## src/rtl/mult_pkg.sv

```systemverilog
`default_nettype none
// +------------------------------------------------------------------+
// | mult_pkg                                                         |
// | Shared state encoding and operand-mode constants for the         |
// | sequential shift-add multiplier.                                 |
// | Rev 1.0                                                          |
// +------------------------------------------------------------------+
package mult_pkg;

    typedef enum logic [1:0] {
        IDLE = 2'd0,
        RUN  = 2'd1,
        DONE = 2'd2
    } state_t;

    localparam logic MODE_UNSIGNED = 1'b0;
    localparam logic MODE_SIGNED   = 1'b1;

endpackage
`default_nettype wire

```

## src/rtl/pp_gate.sv

```systemverilog
`default_nettype none
// +------------------------------------------------------------------+
// | pp_gate                                                          |
// | Partial-product generator: vector AND of i_a with one bit i_bi.  |
// | Rev 1.0                                                          |
// +------------------------------------------------------------------+
module pp_gate #(
    parameter int WIDTH = 16
) (
    input  logic [WIDTH-1:0] i_a,
    input  logic             i_bi,
    output logic [WIDTH-1:0] o_pp
);

    assign o_pp = i_a & {WIDTH{i_bi}};

endmodule
`default_nettype wire

```

## src/rtl/seq_shift_add_mult.sv

```systemverilog
`default_nettype none
// +------------------------------------------------------------------+
// | seq_shift_add_mult                                               |
// | Radix-2 shift-add multiplier, one partial product per cycle,     |
// | unsigned or two's-complement via sign-magnitude.                 |
// | Rev 1.0                                                          |
// +------------------------------------------------------------------+
module seq_shift_add_mult
    import mult_pkg::*;
#(
    parameter int WIDTH = 16
) (
    input  logic               clk,
    input  logic               rst,
    input  logic               start,
    input  logic               signed_mode,
    input  logic [WIDTH-1:0]   A,
    input  logic [WIDTH-1:0]   B,
    output logic               busy,
    output logic               done,
    output logic [2*WIDTH-1:0] P
);

    localparam int                c_cnt_w    = $clog2(WIDTH + 1);
    localparam logic [c_cnt_w-1:0] c_cnt_last = c_cnt_w'(WIDTH - 1);

    state_t               r_state;
    logic [WIDTH-1:0]     r_mcand;
    logic [WIDTH-1:0]     r_mplier;
    logic [2*WIDTH-1:0]   r_acc;
    logic [c_cnt_w-1:0]   r_cnt;
    logic                 r_neg;
    logic                 r_busy;
    logic                 r_done;
    logic [2*WIDTH-1:0]   r_p;

    logic                 w_signed;
    logic [WIDTH-1:0]     w_abs_a;
    logic [WIDTH-1:0]     w_abs_b;
    logic [WIDTH-1:0]     w_pp;
    logic [WIDTH:0]       w_sum;
    logic [2*WIDTH-1:0]   w_acc_next;
    logic [2*WIDTH-1:0]   w_prod;

    // The most negative operand negates to itself, which read as unsigned is its magnitude.
    assign w_signed = (signed_mode == MODE_SIGNED);
    assign w_abs_a  = (w_signed && A[WIDTH-1]) ? (~A + WIDTH'(1)) : A;
    assign w_abs_b  = (w_signed && B[WIDTH-1]) ? (~B + WIDTH'(1)) : B;

    pp_gate #(
        .WIDTH (WIDTH)
    ) u_pp_gate (
        .i_a  (r_mcand),
        .i_bi (r_mplier[0]),
        .o_pp (w_pp)
    );

    // Add into the upper half, then shift the carry-extended sum down one place.
    assign w_sum      = {1'b0, r_acc[2*WIDTH-1:WIDTH]} + {1'b0, w_pp};
    assign w_acc_next = {w_sum, r_acc[WIDTH-1:1]};
    assign w_prod     = r_neg ? (~w_acc_next + (2*WIDTH)'(1)) : w_acc_next;

    always_ff @(posedge clk) begin
        if (rst) begin
            r_state  <= IDLE;
            r_mcand  <= '0;
            r_mplier <= '0;
            r_acc    <= '0;
            r_cnt    <= '0;
            r_neg    <= 1'b0;
            r_busy   <= 1'b0;
            r_done   <= 1'b0;
            r_p      <= '0;
        end else begin
            case (r_state)
                IDLE, DONE: begin
                    r_done <= 1'b0;
                    if (start) begin
                        r_mcand  <= w_abs_a;
                        r_mplier <= w_abs_b;
                        r_neg    <= w_signed & (A[WIDTH-1] ^ B[WIDTH-1]);
                        r_acc    <= '0;
                        r_cnt    <= '0;
                        r_busy   <= 1'b1;
                        r_state  <= RUN;
                    end else begin
                        r_state  <= IDLE;
                    end
                end
                RUN: begin
                    r_acc    <= w_acc_next;
                    r_mplier <= r_mplier >> 1;
                    r_cnt    <= r_cnt + c_cnt_w'(1);
                    if (r_cnt == c_cnt_last) begin
                        r_p     <= w_prod;
                        r_busy  <= 1'b0;
                        r_done  <= 1'b1;
                        r_state <= DONE;
                    end
                end
                default: begin
                    r_busy  <= 1'b0;
                    r_done  <= 1'b0;
                    r_state <= IDLE;
                end
            endcase
        end
    end

    assign busy = r_busy;
    assign done = r_done;
    assign P    = r_p;

endmodule
`default_nettype wire

```

## config.mk

```make
export PLATFORM = sky130hd
export DESIGN_NAME = seq_shift_add_mult
export DESIGN_NICKNAME = d
export VERILOG_FILES = /design/src/rtl/mult_pkg.sv /design/src/rtl/pp_gate.sv /design/src/rtl/seq_shift_add_mult.sv
export SDC_FILE = /design/constraint.sdc
export NUM_CORES = 1
export LEC_CHECK = 0
export ABC_AREA = 1
export CAP_MARGIN = 20
export CELL_PAD_IN_SITES_DETAIL_PLACEMENT = 1
export CELL_PAD_IN_SITES_GLOBAL_PLACEMENT = 1
export CORE_MARGIN = 10
export CORE_UTILIZATION = 45
export CTS_BUF_LIST = sky130_fd_sc_hd__clkbuf_2 sky130_fd_sc_hd__clkbuf_4 sky130_fd_sc_hd__clkbuf_8
export DETAILED_ROUTE_END_ITERATION = 6
export GPL_TIMING_DRIVEN = 0
export PLACE_DENSITY = 0.95
export SLEW_MARGIN = 20
export SYNTH_ARGS = -nofsm -noshare
export SYNTH_HDL_FRONTEND = slang
export SYNTH_SLANG_ARGS = --single-unit
```

## constraint.sdc

```tcl
create_clock -name clk -period 5.1 [get_ports clk]
set_input_delay 1.53 -clock clk [delete_from_list [all_inputs] [get_ports clk]]
set_output_delay 1.53 -clock clk [all_outputs]
set_load 0.05 [all_outputs]
```

==> impl_metrics.env <==
export IMPL_end_kind="flop"
export IMPL_arrival_ns=3.80
export IMPL_power_leakage_nw=3.617
export IMPL_wire_per_inst_um=16.93
export IMPL_synth_area_um2=6520
export IMPL_post_route_min_period_ns=3.493
export IMPL_worstSetupPathType="flop to flop"
export IMPL_ys_warn_count=0
export IMPL_cp_max_fo=10
export IMPL_crit_slowest_cell="fa_1"
export IMPL_slew_headroom=0.5409
export IMPL_worst_pin_slew_ns=0.6886
export IMPL_first_global_vias=7130
export IMPL_clock_tree_buffer_depth=2
export IMPL_postCtsHoldBufs=0
export IMPL_numCtsBuffers=9
export IMPL_slew_violations=0
export IMPL_crit_top_cell="nand3_1"
export IMPL_irDropWorstVdd_mv=0.1401
export IMPL_ios=70
export IMPL_first_pass_iters=4
export IMPL_fillerInstances=1910
export IMPL_cp_slowest_stage_delay_ns=0.49
export IMPL_die_height_um=140.4
export IMPL_syn2layout_area_growth_pct=17.25
export IMPL_hold_viol=0
export IMPL_worst_ep_required_time_ns=5.41
export IMPL_status="completed"
export IMPL_p_comb_frac=0.172
export IMPL_drt_total_wl_um=21240
export IMPL_p_per_area_nw_per_um2=233.4
export IMPL_io_buffers=68
export IMPL_core_area_um2=14040
export IMPL_die_w_um=140.4
export IMPL_yosys_area_share_simple=0.3051
export IMPL_place_congestion=0.8782
export IMPL_path_clk_slew_ns=0.11
export IMPL_yosysSeqAreaShare=0.3224
export IMPL_dp_hpwl_um=16890
export IMPL_p_sw_mw=0.5432
export IMPL_finalClockSkew_ns=0.01278
export IMPL_track_usage=0.2099
export IMPL_drtIter0Drc=341
export IMPL_place_inst=1240
export IMPL_die_area_um2=19700
export IMPL_synth_nets=1050
export IMPL_rows=43
export IMPL_setup_ws_ns=1.607
export IMPL_synthCells=992
export IMPL_crit_chain="clkbuf_1, clkbuf_1, nand2_1, inv_1, ha_1, fa_1, inv_1, nand2_1, nor2_1, nand3_1, nor2_2, nand3_2, nor2_1, nand3_1, nand3_1, nand3_1, nand2_1, inv_1"
export IMPL_grt_ovfl_total=0
export IMPL_tritoncts="done"
export IMPL_synth_compound_area_share=0.1787
export IMPL_synthAdderAreaFrac=0.04337
export IMPL_setup_viol=0
export IMPL_hold_class="flop to flop"
export IMPL_synth_top_family_by_area="simple AND/OR/NAND/NOR gates"
export IMPL_synth_flop_cell="dfxtp_1"
export IMPL_diodes=0
export IMPL_power_internal_mw=1.241
export IMPL_fmax_ghz=0.2863
export IMPL_ys_types=45
export IMPL_synth_xor_area_frac=0.03473
export IMPL_power_frac_clock=0.343
export IMPL_rsz0062_at_grt="false"
export IMPL_antenna_left=0
export IMPL_num_nets_final=1129
export IMPL_vias_per_cell=5.414
export IMPL_cts_resized=0
export IMPL_post_cts_buffers=0
export IMPL_grt_max_degree=18
export IMPL_htree_levels=3
export IMPL_tns_ns=0
export IMPL_startpoint_type="flop"
export IMPL_clk_latency_ns=0.40
export IMPL_syn_area_per_cell_um2=6.573
export IMPL_antenna_found_initial=0
export IMPL_drive_gt1_frac=0.06698
export IMPL_synth_area_mux_share=0
export IMPL_drv_cap=0
export IMPL_fin_cells=1255
export IMPL_synth_seq_cells=105
export IMPL_seq_power_share=0.485
export IMPL_grt_pass1_wl_um=34730
export IMPL_root_buffer="clkbuf_8"
export IMPL_switching_share=0.3045
export IMPL_async_flop_share=0
export IMPL_place_worst_setup_slack_ns=1.346
export IMPL_start_util=0.4643
export IMPL_timing_final_crit_share=0.6850
export IMPL_drc=0
export IMPL_power_total_mw=1.784
export IMPL_vias=6795
export IMPL_synth_edf_count=0
export IMPL_numClockSinks=105
worst paths after layout:
path         depth (start not counted)  slack [ns]                      from                 end
max                                 18        1.61  r_mplier[0]$_SDFFE_PP0P_  P[29]$_SDFFE_PP0P_
min                                  2        0.50         busy$_SDFFE_PP0P_   busy$_SDFFE_PP0P_
max reg2reg                         18        1.61  r_mplier[0]$_SDFFE_PP0P_  P[29]$_SDFFE_PP0P_
min reg2reg                          2        0.50         busy$_SDFFE_PP0P_   busy$_SDFFE_PP0P_
critical path, delay by kind of cell (launching register included):
family	cells	cell delay [ns]
and+or+nand+nor	11	1.30
buffers and inverters	5	0.98
adders and majority gates	2	0.76
DFF	1	0.34
final cells by class:
class	instances	area [µm²]	area share
clock buffer	10	131.4	0.01718
sequential	105	2102	0.2750
timing repair buffer	68	680.7	0.08903
multi-input combinational	694	3664	0.4792
buffer	36	165.2	0.02160
clock inverter	5	87.58	0.01146
inverter	157	589.3	0.07709
tap	180	225.2	0.02946
cells in the final DEF (no fill, tap or decap), types with 5 or more instances in the layout:
| cell | netlist | final |
|---|---|---|
| clkbuf_8 | 0 | 9 |
| a32o_1 | 5 | 5 |
| a31oi_1 | 9 | 9 |
| a21oi_1 | 44 | 44 |
| dfxtp_1 | 105 | 105 |
| clkdlybuf4s50_1 | 0 | 68 |
| nand2_2 | 19 | 19 |
| o22ai_1 | 28 | 28 |
| clkbuf_1 | 24 | 24 |
| nor2_1 | 64 | 64 |
| o221ai_1 | 11 | 11 |
| ha_1 | 21 | 21 |
| nand3_1 | 81 | 81 |
| nand4_1 | 5 | 5 |
| o21ai_0 | 77 | 77 |
| nand3_2 | 6 | 6 |
| inv_1 | 151 | 151 |
| buf_2 | 6 | 6 |
| o211ai_1 | 5 | 5 |
| nand2_1 | 246 | 246 |
| nor3_1 | 7 | 7 |
| nor2_2 | 8 | 8 |
| xor2_1 | 20 | 20 |
metal layers:
metal  up-vias  wire, µm  share of wire  global-route usage
li1       3385         -              -                   -
met1      3254      9656           0.45              0.2550
met2       131     10580           0.50              0.3724
met3        25       632          0.030             0.02468
met4         0       371          0.017             0.06957
met5         -         0              0                   0
cell usage after synthesis (4+ instances only):
cell / number / area [µm²]
nand4_1: 5 / 31.28
a31oi_1: 9 / 56.30
inv_1: 151 / 566.8
nand3_2: 6 / 60.06
nand2_1: 246 / 923.4
o21ai_0: 77 / 385.4
nor2_1: 64 / 240.2
o211ai_1: 5 / 37.54
a21oi_1: 44 / 220.2
clkbuf_1: 24 / 90.09
xor2_1: 20 / 175.2
a32o_1: 5 / 50.05
nand3_1: 81 / 405.4
o221ai_1: 11 / 96.34
nor2_2: 8 / 50.05
ha_1: 21 / 262.8
nor3_1: 7 / 35.03
o21a_1: 4 / 30.03
xnor2_1: 4 / 35.03
dfxtp_1: 105 / 2102
buf_2: 6 / 30.03
nand2_2: 19 / 118.9
o22ai_1: 28 / 175.2
logic make-up (layout without fill, tap and decap cells):
| logic type | Yosys count | after routing |
|---|---|---|
| adders and majority gates | 22 | 22 |
| buffers and inverters | 193 | 276 |
| DFF | 105 | 105 |
| xor gates and xnor gates | 25 | 25 |
| AOI/OAI and AO/OA | 197 | 197 |
| and+or+nand+nor | 450 | 450 |
registers in the layout (all words and copies together) (netlist names):
signal	count
P	32
r_acc	31
r_mcand	16
r_mplier	16
r_cnt	5
r_state	2
busy	1
done	1
r_neg	1
power groups by stage:
stage | Sequential (mW) | Clock, mW | Combinational (mW)
2_1_floorplan | 0.881 | 0 | 0.195
3_3_place_gp | 0.881 | 0 | 0.290
3_5_place_dp | 0.883 | 0 | 0.303
4_1_cts | 0.865 | 0.608 | 0.306
5_1_grt | 0.868 | 0.640 | 0.341
6_report | 0.865 | 0.611 | 0.307
stage by stage:
step	instance area [µm²]	hold WS, ns	util
global route	7645	0.5289	0.5444
floorplan	6520	0.4367	-
CTS	7645	0.5020	0.5444
global placement	7426	0.4545	0.5288
finish	7645	0.4992	0.5444
detailed placement	7426	0.4723	0.5288
Power figures use the tool's default switching activity.
